==> src/rtl/mem_ctrl_pkg.sv <==
// Shared definitions for the memory controller.
//   DATA_TYPE / ZERO_WORD : 32-bit data word and its zero value
//   RAM_IO_PORT           : default base address of the 8-byte IO window
//   SIZE_B/H/W            : access sizes in bytes
//   state_t               : controller FSM states
//   req_t                 : one latched client request
//   norm_size()           : maps a raw 6-bit size onto 1, 2 or 4
package mem_ctrl_pkg;

  typedef logic [31:0] DATA_TYPE;

  localparam DATA_TYPE    ZERO_WORD   = 32'h0;
  localparam logic [31:0] RAM_IO_PORT = 32'h30000;

  localparam logic [2:0] SIZE_B = 3'd1;
  localparam logic [2:0] SIZE_H = 3'd2;
  localparam logic [2:0] SIZE_W = 3'd4;

  typedef enum logic [1:0] {IDLE, FETCH, LOAD, STORE} state_t;

  typedef struct packed {
    logic [31:0] addr;
    logic [2:0]  size;
    logic        sgn;
    DATA_TYPE    data;
  } req_t;

  // Anything other than 1 or 2 is a full word.
  function automatic logic [2:0] norm_size(input logic [5:0] s);
    case (s)
      6'd1:    return SIZE_B;
      6'd2:    return SIZE_H;
      default: return SIZE_W;
    endcase
  endfunction

endpackage

==> src/rtl/mem_extend.sv <==
// Byte assembly plus sign/zero extension of read data.
//   bytes : 4 bytes, bytes[0] at the lowest address
//   size  : 1, 2 or 4 (normalised)
//   sgn   : 1 = sign-extend sub-word results
//   word  : extended 32-bit result
module mem_extend
  import mem_ctrl_pkg::*;
(
  input  logic [3:0][7:0] bytes,
  input  logic [2:0]      size,
  input  logic            sgn,
  output DATA_TYPE        word
);

  always_comb begin
    case (size)
      SIZE_B:  word = {{24{sgn & bytes[0][7]}}, bytes[0]};
      SIZE_H:  word = {{16{sgn & bytes[1][7]}}, bytes[1], bytes[0]};
      default: word = bytes;
    endcase
  end

endmodule

==> src/rtl/mem_ctrl.sv <==
// Memory controller between the byte-wide RAM/IO bus and the fetcher,
// load/store buffer (loads) and ROB (committed stores).
// Requests are latched into per-client slots, arbitrated store > load >
// fetch, and serialised into 1/2/4 single-byte bus transfers.
//   clk, rst (sync, active-low), rdy (global freeze)
//   in_rob_xbp          : mispredict flush (kills fetch/load only)
//   in/out_fetch_*      : instruction fetch request / 32-bit word
//   in/out_lsb_*        : load request / extended data
//   in/out_rob_*        : store request / done
//   mem_din/dout/a/wr   : RAM byte bus
//   io_buffer_full      : stalls stores that target the IO window
// Build option MEM_CTRL_PERF_EN adds out_perf_busy / out_perf_stall.
module mem_ctrl
  import mem_ctrl_pkg::*;
#(
  parameter int                ADDR_W  = 32,
  parameter logic [ADDR_W-1:0] IO_BASE = RAM_IO_PORT
) (
  input  logic              clk,
  input  logic              rst,
  input  logic              rdy,
  input  logic              in_rob_xbp,
  input  logic              in_fetch_flag,
  input  logic [ADDR_W-1:0] in_fetch_addr,
  output logic              out_fetch_flag,
  output logic [31:0]       out_fetch_data,
  input  logic              in_lsb_flag,
  input  logic [5:0]        in_lsb_size,
  input  logic              in_lsb_signed,
  input  logic [ADDR_W-1:0] in_lsb_addr,
  output logic              out_lsb_flag,
  output logic [31:0]       out_lsb_data,
  input  logic              in_rob_flag,
  input  logic [5:0]        in_rob_size,
  input  logic [ADDR_W-1:0] in_rob_addr,
  input  logic [31:0]       in_rob_data,
  output logic              out_rob_flag,
  input  logic [7:0]        mem_din,
  output logic [7:0]        mem_dout,
  output logic [ADDR_W-1:0] mem_a,
  output logic              mem_wr,
  input  logic              io_buffer_full
`ifdef MEM_CTRL_PERF_EN
  ,
  output logic [31:0]       out_perf_busy,
  output logic [31:0]       out_perf_stall
`endif
);

  state_t          state;
  req_t            f_req, l_req, s_req;     // pending slots
  req_t            f_nxt, l_nxt, s_nxt;     // slot or same-edge pulse
  req_t            sel, cur;                // arbitration winner / active transfer
  logic            f_vld, l_vld, s_vld;
  logic            f_any, l_any, s_any;
  logic            s_io, s_ok, l_ok, f_ok;
  logic [2:0]      cnt;                     // i during the cycle after Ei
  logic [3:0][7:0] rd_bytes, asm_bytes;
  logic            wr_q;
  DATA_TYPE        ext_word;

  always_comb begin
    f_any = f_vld | in_fetch_flag;
    l_any = l_vld | in_lsb_flag;
    s_any = s_vld | in_rob_flag;
    // A full slot shadows any new pulse for that client.
    f_nxt = f_vld ? f_req : '{addr: in_fetch_addr, size: SIZE_W, sgn: 1'b0, data: ZERO_WORD};
    l_nxt = l_vld ? l_req : '{addr: in_lsb_addr, size: norm_size(in_lsb_size),
                              sgn: in_lsb_signed, data: ZERO_WORD};
    s_nxt = s_vld ? s_req : '{addr: in_rob_addr, size: norm_size(in_rob_size),
                              sgn: 1'b0, data: in_rob_data};
    // Unsigned offset test covers IO_BASE..IO_BASE+7 without overflow corner cases.
    s_io  = (s_nxt.addr - IO_BASE) < 32'd8;
    s_ok  = s_any & ~(s_io & io_buffer_full);
    l_ok  = l_any & ~in_rob_xbp;
    f_ok  = f_any & ~in_rob_xbp;
    sel   = s_ok ? s_nxt : (l_ok ? l_nxt : f_nxt);
    // Final byte arrives on mem_din at the done edge; fold it in here.
    asm_bytes = rd_bytes;
    asm_bytes[cnt[1:0] - 2'd1] = mem_din;
  end

  mem_extend u_ext (
    .bytes (asm_bytes),
    .size  (cur.size),
    .sgn   (cur.sgn),
    .word  (ext_word)
  );

  assign mem_wr = wr_q & rdy;

  always_ff @(posedge clk) begin
    if (!rst) begin
      state          <= IDLE;
      f_vld          <= 1'b0;
      l_vld          <= 1'b0;
      s_vld          <= 1'b0;
      f_req          <= '0;
      l_req          <= '0;
      s_req          <= '0;
      cur            <= '0;
      cnt            <= '0;
      rd_bytes       <= '0;
      wr_q           <= 1'b0;
      mem_a          <= '0;
      mem_dout       <= '0;
      out_fetch_flag <= 1'b0;
      out_lsb_flag   <= 1'b0;
      out_rob_flag   <= 1'b0;
      out_fetch_data <= '0;
      out_lsb_data   <= '0;
    end else if (rdy) begin
      out_fetch_flag <= 1'b0;
      out_lsb_flag   <= 1'b0;
      out_rob_flag   <= 1'b0;
      f_vld <= f_any & ~in_rob_xbp;
      l_vld <= l_any & ~in_rob_xbp;
      s_vld <= s_any;
      f_req <= f_nxt;
      l_req <= l_nxt;
      s_req <= s_nxt;
      case (state)
        IDLE: begin
          if (s_ok) begin
            s_vld    <= 1'b0;
            state    <= STORE;
            wr_q     <= 1'b1;
            mem_dout <= s_nxt.data[7:0];
          end else if (l_ok) begin
            l_vld <= 1'b0;
            state <= LOAD;
          end else if (f_ok) begin
            f_vld <= 1'b0;
            state <= FETCH;
          end
          if (s_ok | l_ok | f_ok) begin
            cur   <= sel;
            mem_a <= sel.addr;
            cnt   <= 3'd1;
          end
        end
        default: begin
          if (in_rob_xbp && state != STORE) begin
            state <= IDLE;
            mem_a <= '0;
          end else begin
            rd_bytes <= asm_bytes;
            if (cnt == cur.size) begin
              state <= IDLE;
              wr_q  <= 1'b0;
              mem_a <= '0;
              if (state == LOAD) begin
                out_lsb_flag <= 1'b1;
                out_lsb_data <= ext_word;
              end else if (state == FETCH) begin
                out_fetch_flag <= 1'b1;
                out_fetch_data <= ext_word;
              end else begin
                out_rob_flag <= 1'b1;
              end
            end else begin
              mem_a    <= cur.addr + 32'(cnt);
              mem_dout <= cur.data[{cnt[1:0], 3'b000} +: 8];
              cnt      <= cnt + 3'd1;
            end
          end
        end
      endcase
    end
  end

`ifdef MEM_CTRL_PERF_EN
  always_ff @(posedge clk) begin
    if (!rst) begin
      out_perf_busy  <= '0;
      out_perf_stall <= '0;
    end else if (rdy) begin
      if (state != IDLE && out_perf_busy != 32'hFFFF_FFFF)
        out_perf_busy <= out_perf_busy + 32'd1;
      if (s_any && s_io && io_buffer_full && out_perf_stall != 32'hFFFF_FFFF)
        out_perf_stall <= out_perf_stall + 32'd1;
    end
  end
`endif

endmodule

==> config.mk <==
export PLATFORM = sky130hd
export DESIGN_NAME = mem_ctrl
export DESIGN_NICKNAME = d
export VERILOG_FILES = /design/src/rtl/mem_ctrl_pkg.sv /design/src/rtl/mem_extend.sv /design/src/rtl/mem_ctrl.sv
export SDC_FILE = /design/constraint.sdc
export NUM_CORES = 1
export LEC_CHECK = 0
export CAP_MARGIN = 10
export CELL_PAD_IN_SITES_DETAIL_PLACEMENT = 1
export CELL_PAD_IN_SITES_GLOBAL_PLACEMENT = 2
export CORE_MARGIN = 5
export CORE_UTILIZATION = 30
export CTS_BUF_LIST = sky130_fd_sc_hd__clkbuf_16
export CTS_CLUSTER_SIZE = 28
export DETAILED_ROUTE_END_ITERATION = 8
export HOLD_SLACK_MARGIN = 0.08
export PLACE_DENSITY_LB_ADDON = 0.1
export SLEW_MARGIN = 15
export SYNTH_ARGS = -nofsm -noshare
export SYNTH_HDL_FRONTEND = slang
export SYNTH_SLANG_ARGS = --single-unit
export TNS_END_PERCENT = 5
==> constraint.sdc <==
create_clock -name clk -period 7.8 [get_ports clk]
set_clock_uncertainty 0.05 [all_clocks]
set_input_delay 1.17 -clock clk [delete_from_list [all_inputs] [get_ports clk]]
set_output_delay 1.17 -clock clk [all_outputs]
set_load 0.03 [all_outputs]
==> summary.md <==
| Metric | Value |
|---|---|
| Die area | 0.06775 mm^2 |
| Status | completed |
| Hold_ws | 400.2 ps |
| CTS Hold Bufs | 0 |
| Die Span Y | 260.3 um |
| Core box area | 0.06183 mm^2 |
| Area grow syn2layout | 25.17% |
| Worst setup path category | input pin to flip-flop |
| Final Critical Period | 4352 ps |
| Synthesized Nets | 2398 |
| CP max-delay cell | a21oi_4 |
| Row Count | 91 |
| Primary FF master, synth | dfxtp_1 |
| Number of synthesized flops with an enable pin | 0 |
| Pins Over Slew Limit | 0 |
| WL final | 70.94 mm |
| RSZ-0062 raised after global routing | no |
| Most common cell after layout, fill and taps aside | dfxtp_1 |
| Period utilization | 0.5579 |
| Worst skew pair latency | 600 ps |
| Max stage delay on crit path | 1060 ps |
| Critical Path Most Common Cell | a22oi_1 |
| Crit end category | flip-flop |
| Ys async rst share | 0 |
| Cts repair resizes | 0 |
| Post-synthesis sequential area ratio | 0.4474 |
| Total iterations of the first detailed-routing run | 5 |
| Number of setup buffers added after CTS | 0 |
| Vias | 16960 |
| Worst Path Arrival | 4810 ps |
| Clk buf depth | 3 |
| Reg2reg setup slack | 3600 ps |
| Cells after synthesis | 2228 |
| Root Driver | clkbuf_16 |
| Synth Area per Inst | 8.434 um^2 |
| Crit-path cells | clkdlybuf4s50_1 > nor4_1 > a22oi_1 > a2111oi_4 > nand4_4 > a21oi_4 > a22oi_1 > a31oi_1 |
| DR WL/cell | 21.77 um |
| Tot GR Track Use | 0.2016 |
| Critical path peak fanout | 35 |
| DR iter-0 viols | 1036 |
| Clock transition at path regs | 60 ps |
| Initial antenna violation count | 1 |
| Final Instance Area | 0.02352 mm^2 |
| DRC Markers | 0 |
| Largest net degree at the start of global routing | 121 |
| Max VDD drop | 0.1535 mV |
| Post-DP Area | 0.02194 mm^2 |
| Final Util | 0.3805 |
| CTS tree | built |
| CP required | 8260 ps |
| Final setup vio count | 0 |
| Most frequent cells in the layout | 417 x dfxtp_1, 402 x nand2_1, 264 x a21oi_1, 263 x clkdlybuf4s50_1, 147 x nor2_1 |
| Power, Total | 5.502 mW |
| Final Hold Viols | 0 |
| Sink Count | 420 |
| Kind of cell adding the most delay to the critical path | compound AO/OA/AOI/OAI gates |
| Worst-Margin Slew | 1117 ps |
| DIE WIDTH | 260.3 um |
| Total power divided by cell area | 233.9 mW/mm^2 |
| Max frequency | 229.8 MHz |
| Share of layout cells above drive strength 1 | 0.08264 |
| Final TNS setup | 0 ps |
| Via density | 5.205 |
| Dpl hpwl | 48.66 mm |
| Routability Congestion | 0.8049 |
| Synth Cell Area | 0.01879 mm^2 |
| Initial core utilization | 0.3039 |
| #FFs+latches synth | 420 |
| Routed Antenna Nets | 0 |
| Ys Warns | 0 |
| Yosys cell types | 67 |
| Vias in the first global route | 17230 |
| Relative slew slack | 0.2555 |
| CTS buffer count | 52 |
| WP buf/inv | 1 |
| Static Leak | 8.578 nW |
| Boundary pin count | 265 |
| IO Port Bufs | 264 |
| Max-Cap Viols | 0 |
| CP startpoint kind | input pin |
| Clock H-tree levels | 2 |
| Hold Path Class | flip-flop to flip-flop |
| Total global routing overflow | 0 |
| Final nets | 2550 |
| First-pass GRT wire length | 107.2 mm |
[Yosys cell counts (all sizes together), types with 3 or more instances]
| cell | instances | share of area |
|---|---|---|
| and2 | 3 | 0.0010 |
| nand3b | 3 | 0.0012 |
| clkbuf | 139 | 0.028 |
| a311oi | 10 | 0.0063 |
| o32ai | 10 | 0.0047 |
| ha | 12 | 0.0080 |
| buf | 53 | 0.016 |
| and4 | 5 | 0.0023 |
| inv | 12 | 0.0024 |
| a31oi | 44 | 0.015 |
| xnor2 | 16 | 0.0075 |
| nor2b | 30 | 0.010 |
| and3 | 73 | 0.024 |
| o211a | 3 | 0.0016 |
| nand2 | 402 | 0.080 |
| o211ai | 9 | 0.0036 |
| a221o | 12 | 0.0064 |
| a221oi | 12 | 0.0056 |
| mux2 | 70 | 0.042 |
| a211oi | 85 | 0.034 |
| nand2b | 10 | 0.0033 |
| nand3 | 49 | 0.013 |
| mux2i | 71 | 0.038 |
| a21o | 15 | 0.0060 |
| o21ai | 84 | 0.022 |
| nor4 | 15 | 0.0050 |
| nor2 | 154 | 0.031 |
| dfxtp | 420 | 0.45 |
| xor2 | 21 | 0.0098 |
| nor3b | 6 | 0.0024 |
| nor3 | 34 | 0.0096 |
| a22oi | 36 | 0.015 |
| nand4 | 10 | 0.0041 |
| a21oi | 266 | 0.071 |
| mux4 | 8 | 0.0096 |
[flip-flops by register name, summed over array words and instances (netlist names)]
signal and flops:
cur 68, f_req 68, out_rob_flag 1, out_fetch_flag 1, s_req 68, mem_a 32
cnt 3, wr_q 1, mem_dout 8, out_lsb_data 32, l_vld 1, f_vld 1
s_vld 1, rd_bytes 32, l_req 68, out_fetch_data 32, state 2, out_lsb_flag 1
[layer usage]
metal | wire length [um] | GRT usage | up-vias | share of wire
li1 | - | - | 8198 | -
met2 | 31700 | 0.3174 | 370 | 0.45
met3 | 3838 | 0.03909 | 71 | 0.054
met1 | 34150 | 0.2893 | 8320 | 0.48
met5 | 0 | 0 | - | 0
met4 | 1252 | 0.04109 | 0 | 0.018
[through the flow]
step           instances  setup WS, ps
2_1_floorplan       2228          4637
6_report            3258          3448
3_5_place_dp        3163          2861
5_1_grt             3258          3236
3_3_place_gp        3163          2985
4_1_cts             3257          3458
[worst paths after layout]
path / endpoint / from / cells past startpoint
worst min-delay path: f_req[42]$_SDFFE_PN0P_ / f_req[42]$_SDFFE_PN0P_ / 2
worst max-delay path: cur[0]$_SDFFE_PN0P_ / in_rob_addr[22] / 8
worst max register to register: cur[0]$_SDFFE_PN0P_ / s_vld$_SDFFE_PN0P_ / 8
worst min register to register: f_req[42]$_SDFFE_PN0P_ / f_req[42]$_SDFFE_PN0P_ / 2
[worst min-delay path: cells and delay by family (launching register included)]
family	cells	cell delay, ps
AOI/OAI and AO/OA	1	50
and+or+nand+nor	1	50
DFF	1	300
[layout make-up]
cell class	count	area (um^2)
fillers	7174	38300
multi-input cells	1604	9597
flip-flops and latches	420	8414
repair buffers	290	2835
clock buffers	53	1326
well taps	837	1047
clock inverters	41	247.7
inverters	12	52.55
diodes	1	2.502
[power breakdown]
part / leakage [nW] / internal [mW] / switching (mW)
Clock: 0.819 / 1.32 / 0.967
Sequential: 3.43 / 2.26 / 0.0891
Combinational: 4.33 / 0.329 / 0.539
[logic make-up after synthesis]
kind of cell | count (synthesis) | share of synthesized area
XOR/XNOR | 37 | 0.01724
AO/OA/AOI/OAI | 601 | 0.1992
multiplexers | 149 | 0.08935
AND/OR/NAND/NOR | 804 | 0.1920
adder cells (fa/ha/maj) | 13 | 0.009055
flip-flops | 420 | 0.4474
buffers and inverters | 204 | 0.04574
No activity file was read; power rests on OpenSTA's default activity.
